===== src/rtl/music_pkg.sv =====
// Shared types and score-word layout for the melody sequencer and its score ROM.
package music_pkg;

    typedef enum logic [2:0] {
        IDLE,
        FETCH,
        LOAD,
        PLAY,
        GAP
    } state_t;

    localparam int CODE_MSB = 11;
    localparam int CODE_LSB = 4;
    localparam int DUR_MSB  = 3;
    localparam int DUR_LSB  = 0;

    localparam logic [7:0] REST_CODE = 8'h00;
    localparam logic [3:0] END_DUR   = 4'd0;

    function automatic logic is_rest(input logic [7:0] note);
        return note == REST_CODE;
    endfunction

endpackage


===== src/rtl/melody_sequencer.sv =====
// Walks the score ROM, timing each note in beat ticks and muting the speaker
// for rests, pauses and the articulation gap at the end of every note.
module melody_sequencer
    import music_pkg::*;
#(
    parameter int CLK_HZ  = 50000000,
    parameter int BEAT_HZ = 8,
    parameter int ADDR_W  = 8,
    parameter int GAP_CYC = 2500000
) (
    input  logic              iclk,
    input  logic              rst_n,
    input  logic              start,
    input  logic              stop,
    input  logic              pause,
    input  logic              loop_en,
    output logic [ADDR_W-1:0] rom_addr,
    input  logic [11:0]       rom_data,
    output logic [7:0]        code,
    output logic              mute,
    output logic              busy,
    output logic              done
);

    localparam int TICK_CYC = CLK_HZ / BEAT_HZ;
    localparam int TICK_W   = (TICK_CYC > 1) ? $clog2(TICK_CYC) : 1;

    localparam logic [TICK_W-1:0] TICK_LAST = TICK_W'(TICK_CYC - 1);
    // Last PLAY tick of the final beat; the next tick value starts the gap.
    localparam logic [TICK_W-1:0] GAP_FROM  = TICK_W'(TICK_CYC - GAP_CYC - 1);
    localparam logic [ADDR_W-1:0] ADDR_LAST = '1;

    state_t            state;
    logic [TICK_W-1:0] tick;
    logic [3:0]        dur_cnt;
    logic              rest;

    logic [7:0] word_code;
    logic [3:0] word_dur;
    logic       end_reached;

    assign word_code = rom_data[CODE_MSB:CODE_LSB];
    assign word_dur  = rom_data[DUR_MSB:DUR_LSB];

    // The last ROM slot finishing behaves exactly like reading an end marker.
    assign end_reached = ((state == LOAD) && (word_dur == END_DUR)) ||
                         ((state == GAP) && !pause && (tick == TICK_LAST) &&
                          (rom_addr == ADDR_LAST));

    always_ff @(posedge iclk or negedge rst_n) begin
        if (!rst_n) begin
            state    <= IDLE;
            rom_addr <= '0;
            code     <= '0;
            mute     <= 1'b1;
            busy     <= 1'b0;
            done     <= 1'b0;
            tick     <= '0;
            dur_cnt  <= '0;
            rest     <= 1'b0;
        end else begin
            done <= 1'b0;
            if (stop) begin
                state    <= IDLE;
                rom_addr <= '0;
                code     <= '0;
                mute     <= 1'b1;
                busy     <= 1'b0;
                tick     <= '0;
                dur_cnt  <= '0;
            end else if (start) begin
                state    <= FETCH;
                rom_addr <= '0;
                mute     <= 1'b1;
                busy     <= 1'b1;
                tick     <= '0;
                dur_cnt  <= '0;
            end else if (end_reached) begin
                tick    <= '0;
                dur_cnt <= '0;
                mute    <= 1'b1;
                if (loop_en) begin
                    rom_addr <= '0;
                    state    <= FETCH;
                end else begin
                    done  <= 1'b1;
                    busy  <= 1'b0;
                    code  <= '0;
                    state <= IDLE;
                end
            end else begin
                case (state)
                    IDLE: ;
                    FETCH: state <= LOAD;
                    LOAD: begin
                        code    <= word_code;
                        dur_cnt <= word_dur;
                        tick    <= '0;
                        rest    <= is_rest(word_code);
                        mute    <= is_rest(word_code);
                        state   <= PLAY;
                    end
                    PLAY: begin
                        if (pause) begin
                            mute <= 1'b1;
                        end else if ((dur_cnt == 4'd1) && (tick == GAP_FROM)) begin
                            tick  <= tick + 1'b1;
                            mute  <= 1'b1;
                            state <= GAP;
                        end else begin
                            mute <= rest;
                            if (tick == TICK_LAST) begin
                                tick    <= '0;
                                dur_cnt <= dur_cnt - 4'd1;
                            end else begin
                                tick <= tick + 1'b1;
                            end
                        end
                    end
                    GAP: begin
                        if (!pause) begin
                            if (tick == TICK_LAST) begin
                                tick     <= '0;
                                dur_cnt  <= '0;
                                rom_addr <= rom_addr + 1'b1;
                                state    <= FETCH;
                            end else begin
                                tick <= tick + 1'b1;
                            end
                        end
                    end
                    default: state <= IDLE;
                endcase
            end
        end
    end

endmodule


===== config.mk =====
export PLATFORM = sky130hd
export DESIGN_NAME = melody_sequencer
export DESIGN_NICKNAME = d
export VERILOG_FILES = /design/src/rtl/music_pkg.sv /design/src/rtl/melody_sequencer.sv
export SDC_FILE = /design/constraint.sdc
export NUM_CORES = 1
export LEC_CHECK = 0
export ABC_CLOCK_PERIOD_IN_PS = 5400
export BUFFER_PORTS_ARGS = -buffer_cell sky130_fd_sc_hd__clkbuf_2
export CORE_AREA = 2 2 98 100
export CTS_CLUSTER_DIAMETER = 150
export CTS_CLUSTER_SIZE = 28
export DETAILED_ROUTE_END_ITERATION = 6
export DIE_AREA = 0 0 100 102
export GPL_ROUTABILITY_DRIVEN = 0
export PLACE_DENSITY_LB_ADDON = 0.15
export RECOVER_POWER = 100
export SLEW_MARGIN = 5
export SYNTH_ARGS = -nofsm -noshare
export SYNTH_HDL_FRONTEND = slang
export SYNTH_SLANG_ARGS = --single-unit

===== constraint.sdc =====
create_clock -name iclk -period 5.4 [get_ports iclk]
set_input_delay 1.62 -clock iclk [delete_from_list [all_inputs] [get_ports iclk]]
set_output_delay 1.62 -clock iclk [all_outputs]
set_load 0.01 [all_outputs]

==> results.toml, run 1 <==
[timing]
period_minus_slack_ns = 3.783
rsz0062_at_grt = "no"
tightest_slew_ns = 0.9332
fmax_ghz = 0.2644
hold_violations = 0
fin_setup_tns_ns = 0
maxSlewHeadroom_pct = 37.79
skew_ns = 0.01362
finalCritPeriodShare_pct = 70.05
setup_viol = 0
slew_viol_final = 0

[detailed_routing]
dr_total_vias = 2433
dr.pass1.iters = 5
drt-vias-per-instance = 5.407
wl_um = 6888
drtAntennaViolNets = 0
drc = 0
dr.first_iter.drc_count = 128
wl_per_cell_um = 15.31

[layout]
regArea_um2 = 1252
fin_util_pct = 34.93
fillers = 954
drive_gt1_share_pct = 12.09
nets = 360
multiInputGateArea_um2 = 1493
diodes = 0
synthToLayoutAreaGrowth_pct = 11.00

[cts]
postCtsSetupBuffers = 0
cts_tree = "yes"
holdBufCountCts = 0
path_clk_slew_ns = 0.10
htreeDepth = 2
cts_buffer_depth = 2
clock-sinks = 50
root_buffer = "clkbuf_8"
cts_made_buffers = 5
clk_latency_ns = 0.31
cts_resized = 0

[worst_setup_path]
cp-end-kind = "flop"
worst_ep_required_time_ns = 5.57
r2r_slack_ns = 2.54
path_class = "in -> reg"
critPathArrivalTime_ns = 3.96
worstPathMaxFanout = 22
r2r_cells = 7
start_kind = "primary input"

[global_routing]
overflow = 0
grt_first_pass_wirelength_um = 11740
grtUsageTotal_pct = 14.30
antenna_found_initial = 0
grt_pass1_vias = 2341
grt_start_max_net_pins = 51

[yosys]
syn-cell-area_um2 = 2866
yosysTopAreaCellShare_pct = 42.78
synth_top_cell_by_area = "dfrtp_1"
synth_common_cells = "dfrtp_1, o21ai_0, nor2_1"
synth.most_common_cell = "dfrtp_1"
yosysSeqAreaShare_pct = 43.69
synth_seq_cells = 50
synthCells = 303
synthArstFlopShare_pct = 100.0
synth_edf_count = 0
synth.avg_cell_area_um2 = 9.460
ys_warn_count = 0
synth_cell_types = 64
synth_ff_type = "dfrtp_1"
syn_nets = 325
synth_area_leaders = "dfrtp_1, o21ai_0, nor2_1, xor2_1, nand2_1"

[floorplanning]
dieArea_um2 = 10200
core-area_um2 = 9109
io_pins = 37
die_w_um = 100
fp-row-count = 35
fp.dieH_um = 102
initial_utilization_pct = 31.47

[pwr]
power.internal_mw = 0.5450
power_density_nw_per_um2 = 231.0
sequentialPowerShare_pct = 54.1
swShare_pct = 25.84
ir_drop_mv = 0.08664
power.switching_mw = 0.1899
combPwrFrac_pct = 8.7
power_frac_clock_pct = 37.1
p_leak_nw = 1.321

[worst_hold_path]
hold_class = "reg -> reg"
min_path_cells = 1

[run]
cap_violations = 0

[placed_design]
dp_hpwl_um = 4885
portBuffers = 36

[run_status]
status = "complete, no violations"
[area by class of cell]
type                    instances  area share, %
repair buffers                 38          5.191
flip-flops and latches         50          39.36
multi-input cells             238          46.91
clock inverters                 3          1.416
well taps                     111          4.365
inverters                       5         0.5899
clock buffers                   5          2.163
[state kept, by name, summed over array words and instances (netlist names)]
name / count
rom_addr: 8
mute: 1
state: 3
rest: 1
dur_cnt: 4
tick: 23
done: 1
code: 8
busy: 1
[placed cells by master (no fill, tap or decap), drive strengths merged, types with 11 or more instances in the layout]
cell type	instances
dfrtp	49
o21ai	36
nand3	17
a21oi	11
nand4	13
xor2	11
nand2	26
nor2	29
clkbuf	42
[power by group through the flow]
| stage | combinational, mW | sequential (mW) | clock, mW |
|---|---|---|---|
| floorplan | 0.0435 | 0.399 | 0 |
| global placement | 0.0674 | 0.405 | 0 |
| detailed placement | 0.0676 | 0.405 | 0 |
| CTS | 0.0679 | 0.398 | 0.286 |
| global route | 0.0737 | 0.399 | 0.297 |
| finish | 0.0642 | 0.398 | 0.273 |
[worst max-delay path, cell delays in order]
cell,delay [ns]
clkbuf_1,0.22
or2_0,0.38
a211oi_1,0.08
clkbuf_1,0.42
nor4_1,0.83
nand3_1,0.18
xor2_1,0.17
nor2_1,0.05
[stage by stage]
stage | power (mW) | instances | setup WS (ns) | cell area, um^2 | hold slack (ns)
after floorplan | 0.4429 | 303 | 2.385 | 2867 | 0.4432
after global placement | 0.4721 | 442 | 1.919 | 3131 | 0.4808
after detailed placement | 0.4727 | 442 | 1.916 | 3131 | 0.4711
after CTS | 0.7515 | 450 | 2.248 | 3244 | 0.4870
after global routing | 0.7692 | 450 | 1.368 | 3182 | 0.5297
final | 0.7350 | 450 | 1.617 | 3182 | 0.5048
[kinds of logic after synthesis]
family / share of synthesized area (%)
buffers and inverters: 3.099
adder cells (fa/ha/maj): 1.746
multiplexers: 0.6984
flip-flops: 43.69
XOR/XNOR: 3.972
AND/OR/NAND/NOR: 28.81
AO/OA/AOI/OAI: 17.98
[per-layer routing]
metal	global-route usage, %	up-vias	share of wire [%]
met2	24.17	32	47
met1	19.19	1207	50
met3	2.531	6	2.6
met5	0	-	0
met4	3.477	0	1.1
li1	-	1188	-
[final timing paths]
| check | startpoint | end |
|---|---|---|
| setup / recovery | stop | tick[22]$_DFFE_PN0P_ |
| hold / removal | code[0]$_DFFE_PN0P_ | code[0]$_DFFE_PN0P_ |
| setup reg to reg | state[0]$_DFFE_PN0P_ | tick[22]$_DFFE_PN0P_ |
| hold reg to reg | code[0]$_DFFE_PN0P_ | code[0]$_DFFE_PN0P_ |
| max in group asynchronous | rst_n | rom_addr[1]$_DFFE_PN0P_ |
| min in group asynchronous | rst_n | dur_cnt[3]$_DFFE_PN0P_ |
No activity file was read; power rests on OpenSTA's default activity.
==> inputs of run 2 (changes only) <==
Settings changed: ABC_CLOCK_PERIOD_IN_PS 5400 to 3170.
Clock period 5.4 ns to 3.17 ns, I/O delays scaled along.
==> run 2 against run 1 <==
  * The run now ends with capacitance limit, slew limit left
  * Sequential power grew 70%
  * Sequential share of layout area is 0.31 points lower
  * Die area unchanged
  * Register-to-register slack got worse by 1.9 ns
  * First-iteration DRC count decreased by 28%
  * Clock power increased by 73%
  * Hold slack better by 0.0030 ns
  * Via count fell by 0.78%
  * Utilization rose by 0.27 points
  * Cell area up 0.79%
  * Largest power group unchanged
==> results.toml, run 2 (synthesis results as in run 1) <==
[worst_setup_path]
r2r_slack_ns = 0.62
critPathArrivalTime_ns = 2.78
start_kind = "primary input"
cp-end-kind = "flop"
r2r-end = "tick[10]$_DFFE_PN0P_"
worst_ep_required_time_ns = 3.38
path_class = "in -> reg"
worstPathMaxFanout = 8
r2r_cells = 6
r2r_start = "tick[4]$_DFFE_PN0P_"

[timing]
slew_viol_final = 34
hold_violations = 0
rsz0062_at_grt = "no"
finalCritPeriodShare_pct = 81.23
maxSlewHeadroom_pct = -27.36
fmax_ghz = 0.3883
period_minus_slack_ns = 2.575
hold_slack_ns = 0.5079
skew_ns = 0.008123
fin_setup_tns_ns = 0
setup_viol = 0
tightest_slew_ns = 1.910

[floorplanning]
fp-row-count = 35
initial_utilization_pct = 31.47
dieArea_um2 = 10200
fp.dieH_um = 102
die_w_um = 100
io_pins = 37
core-area_um2 = 9109

[run]
cap_violations = 1

[layout]
final_cell_mix = "dfrtp_1, o21ai_0, nor2_1"
synthToLayoutAreaGrowth_pct = 11.87
largest_register_ffs = 23
top_register = "tick"
fillers = 984
drive_gt1_share_pct = 12.28
diodes = 0
reg.largest.list = "tick (23), code (8), rom_addr (8)"
nets = 363
layout_commonest_cell = "dfrtp_1"

[cts]
path_clk_slew_ns = 0.10
cts_made_buffers = 5
htreeDepth = 2
cts_tree = "yes"
holdBufCountCts = 0
cts_resized = 0
clk_latency_ns = 0.31
postCtsSetupBuffers = 0
cts_buffer_depth = 2
root_buffer = "clkbuf_8"
clock-sinks = 50

[run_status]
status = "complete, but fails checks"
violations = "capacitance limit, slew limit"

[detailed_routing]
dr.first_iter.drc_count = 92
dr.pass1.iters = 4
wl_um = 7165
drtAntennaViolNets = 0
drt-vias-per-instance = 5.329
wl_per_cell_um = 15.82
drc = 0
dr_total_vias = 2414

[global_routing]
grt_start_max_net_pins = 34
grt_first_pass_wirelength_um = 12340
antenna_found_initial = 0
grtUsageTotal_pct = 15.14
overflow = 0
grt_pass1_vias = 2374

[pwr]
p_leak_nw = 1.297
power.total_mw = 1.262
power_density_nw_per_um2 = 393.5
ir_drop_mv = 0.1422

[placed_design]
dp_hpwl_um = 5156
portBuffers = 36

[worst_hold_path]
min_from = "code[0]$_DFFE_PN0P_"
min_path_cells = 1
hold_class = "reg -> reg"
whs_endpoint = "code[0]$_DFFE_PN0P_"
-- run 2: cell types whose count changed in the layout (fill, tap and decap cells not counted), sizes merged --
cell,change
clkbuf,+3
-- run 2: area by class of cell --
type / count / area (um^2) / area share [%]
Sequential cell: 50 / 1252 / 39.06
Multi-Input combinational cell: 238 / 1495 / 46.62
Tap cell: 111 / 138.9 / 4.331
Clock buffer: 5 / 68.82 / 2.146
Inverter: 5 / 18.77 / 0.5853
Clock inverter: 3 / 45.04 / 1.405
Timing Repair Buffer: 41 / 187.7 / 5.853
-- run 2: critical path, stage by stage --
cell and delay [ns]:
clkbuf_1 0.16, nor4b_2 0.32, nand4_1 0.20, nor3_1 0.44
o21bai_1 0.18, o21a_1 0.30, a22o_1 0.22
-- run 2: worst max path at each step --
stage / cells past startpoint / slack (ns) / to / startpoint
6_report: 7 / 0.59 / code[5]$_DFFE_PN0P_ / pause
5_1_grt: 2 / 0.29 / rom_addr[4]$_DFFE_PN0P_ / rst_n
4_1_cts: 7 / 0.71 / rom_addr[7]$_DFFE_PN0P_ / rom_data[0]
3_5_place_dp: 7 / 0.37 / rom_addr[7]$_DFFE_PN0P_ / rom_data[0]
3_3_place_gp: 7 / 0.34 / code[7]$_DFFE_PN0P_ / pause
2_1_floorplan: 6 / 0.82 / rom_addr[7]$_DFFE_PN0P_ / pause
-- run 2: stage by stage --
step	setup slack [ns]	utilization (%)	instance area, um^2	instances
final	0.5949	35.21	3207	453
after global routing	0.2922	35.21	3207	453
after floorplan	0.8242	-	2867	303
after detailed placement	0.3736	34.75	3166	445
after global placement	0.3439	34.75	3166	445
after CTS	0.7109	36.00	3279	453
-- run 2: power breakdown --
part | total [mW] | internal (mW) | switching, mW
logic | 0.114 | 0.0413 | 0.0727
clock network | 0.471 | 0.235 | 0.236
registers | 0.677 | 0.654 | 0.0224
total | 1.26 | 0.931 | 0.331
-- run 2: layer usage --
layer / GRT usage, % / vias up / routed length, um
met3: 2.462 / 6 / 200
met5: 0 / - / 0
met4: 3.477 / 0 / 65
met1: 21.59 / 1182 / 3591
met2: 24.32 / 33 / 3309
li1: - / 1193 / -
==> inputs of run 3 (changes only) <==
Settings changed: ABC_CLOCK_PERIOD_IN_PS 3170 to 2350.
Clock period 3.17 ns to 2.35 ns, I/O delays scaled along.
==> run 3 against run 2 <==
  * Sequential share of layout area fell by 2.1 points
  * Critical endpoint is now code[7]$_DFFE_PN0P_
  * Sequential power rose by 34%
  * Critical path depth fell by 1
  * Register-to-register slack got worse by 0.40 ns
  * The flow now finishes without violations
  * Via count rose by 1.4%
  * Critical path type is now reg -> reg
  * Setup slack got worse by 0.37 ns
  * Total power rose by 35%
  * Non-clock buffer count rose by 21
==> results.toml, run 3 (synthesis results as in run 1) <==
[worst_setup_path]
worst_path_largest_cell_delay_ns = 0.45
critPathTopFamily = "simple AND/OR/NAND/NOR gates"
critPathBufInv = 0
start_kind = "flop"
cp-end-kind = "flop"
worstPathMaxFanout = 8
r2r_cells = 6
crit_cells = 6
worst_ep_required_time_ns = 2.55
cp_cell_sequence = "nor4_4 > nand4_4 > nor3_2 > o21bai_1 > o21a_1 > a22o_1"
critPathArrivalTime_ns = 2.33
worst_path_max_delay_cell = "dfrtp_1"
path_class = "reg -> reg"

[run]
cap_violations = 0

[placed_design]
portBuffers = 36
dpl_cell_area_um2 = 3323
dp_hpwl_um = 5163
dp.cells = 466

[cts]
cts_tree = "yes"
root_buffer = "clkbuf_8"
path_clk_slew_ns = 0.10
htreeDepth = 2
clk_latency_ns = 0.31
cts_made_buffers = 5
cts_buffer_depth = 2
clock-sinks = 50

[global_routing]
antenna_found_initial = 0
grtUsageTotal_pct = 14.88
grt_pass1_vias = 2435
grt_start_max_net_pins = 51
overflow = 0
grt_first_pass_wirelength_um = 12140

[worst_hold_path]
hold_class = "reg -> reg"
min_path_cells = 1

[timing]
finalCritPeriodShare_pct = 90.52
setup_viol = 0
fmax_ghz = 0.4701
rsz0062_at_grt = "no"
maxSlewHeadroom_pct = 15.51
slew_viol_final = 0
skew_ns = 0.01416
hold_violations = 0
hold_slack_ns = 0.4909
tightest_slew_ns = 1.267
fin_setup_tns_ns = 0
period_minus_slack_ns = 2.127

[layout]
reg.largest.list = "tick (23), code (8), rom_addr (8)"
diodes = 0
nets = 384
fin_area_um2 = 3392
stdcell_count = 474
synthToLayoutAreaGrowth_pct = 18.33
layout_commonest_cell = "dfrtp_1"
fin_util_pct = 37.24
largest_register_ffs = 23
final_cell_mix = "dfrtp_1, o21ai_0, nor2_1"
top_register = "tick"
drive_gt1_share_pct = 19.56
fillers = 973

[floorplanning]
die_w_um = 100
dieArea_um2 = 10200
core-area_um2 = 9109
initial_utilization_pct = 31.47
fp-row-count = 35
io_pins = 37
fp.dieH_um = 102

[detailed_routing]
wl_um = 7041
drc = 0
dr_total_vias = 2448
dr.first_iter.drc_count = 76
drtAntennaViolNets = 0
drt-vias-per-instance = 5.165
wl_per_cell_um = 14.85
dr.pass1.iters = 4

[pwr]
p_leak_nw = 1.455
ir_drop_mv = 0.2089
power_density_nw_per_um2 = 500.6

[run_status]
status = "complete, no violations"
==> run 3: changes by cell type in the layout (fill, tap and decap cells not counted), sizes merged <==
cell / change
clkinvlp: -2
buf: +20
clkbuf: +1
clkinv: +2
==> run 3: power breakdown <==
| group | leakage [nW] | switching (mW) | internal [mW] | total [mW] |
|---|---|---|---|---|
| sequential | 0.686 | 0.0228 | 0.883 | 0.906 |
| clock | 0.0579 | 0.301 | 0.314 | 0.616 |
| combinational | 0.711 | 0.107 | 0.0705 | 0.177 |
| total | 1.45 | 0.431 | 1.27 | 1.70 |
==> run 3: per-layer routing <==
layer | part of all wire, % | wire length [um] | up-vias | track usage (%)
li1 | - | - | 1237 | -
met1 | 50 | 3502 | 1167 | 20.55
met2 | 46 | 3249 | 36 | 24.27
met3 | 2.9 | 202 | 8 | 2.599
met4 | 1.2 | 87 | 0 | 4.004
met5 | 0 | 0 | - | 0
==> run 3: timing repair <==
action / 4_1_cts / 5_1_grt
resized for setup: 0 / 2
setup buffers: 0 / 0
setup endpoints to repair: 0 / 2
hold buffers: 0 / 0
==> run 3: worst paths after layout <==
kind | start | end | slack, ns
worst min register to register | tick[2]$_DFFE_PN0P_ | tick[2]$_DFFE_PN0P_ | 0.49
worst max-delay path | tick[7]$_DFFE_PN0P_ | code[7]$_DFFE_PN0P_ | 0.22
worst max register to register | tick[7]$_DFFE_PN0P_ | code[7]$_DFFE_PN0P_ | 0.22
min in group asynchronous | rst_n | dur_cnt[2]$_DFFE_PN0P_ | 0.74
worst min-delay path | tick[2]$_DFFE_PN0P_ | tick[2]$_DFFE_PN0P_ | 0.49
max in group asynchronous | rst_n | rom_addr[6]$_DFFE_PN0P_ | 0.83
==> run 3: area by class of cell <==
class	instances	area (um^2)	area share [%]
clock buffers	5	68.82	2.029
clock inverters	3	40.04	1.180
inverters	5	18.77	0.5533
multi-input cells	238	1534	45.22
flip-flops and latches	50	1252	36.92
well taps	111	138.9	4.094
repair buffers	62	339.1	9.996
==> run 3: per-stage QoR <==
| step | total power, mW | setup slack, ns |
|---|---|---|
| 6_report | 1.698 | 0.2228 |
| 3_3_place_gp | 1.110 | -0.03242 |
| 5_1_grt | 1.783 | 0.01230 |
| 3_5_place_dp | 1.109 | -0.04244 |
| 4_1_cts | 1.731 | 0.1992 |
| 2_1_floorplan | 1.018 | 0.2502 |
==> run 3: worst register-to-register path: cells and delay by family (launching register included) <==
family / cells / cell delay [ns]
flops: 1 / 0.45
simple gates: 3 / 0.96
compound gates: 3 / 0.62
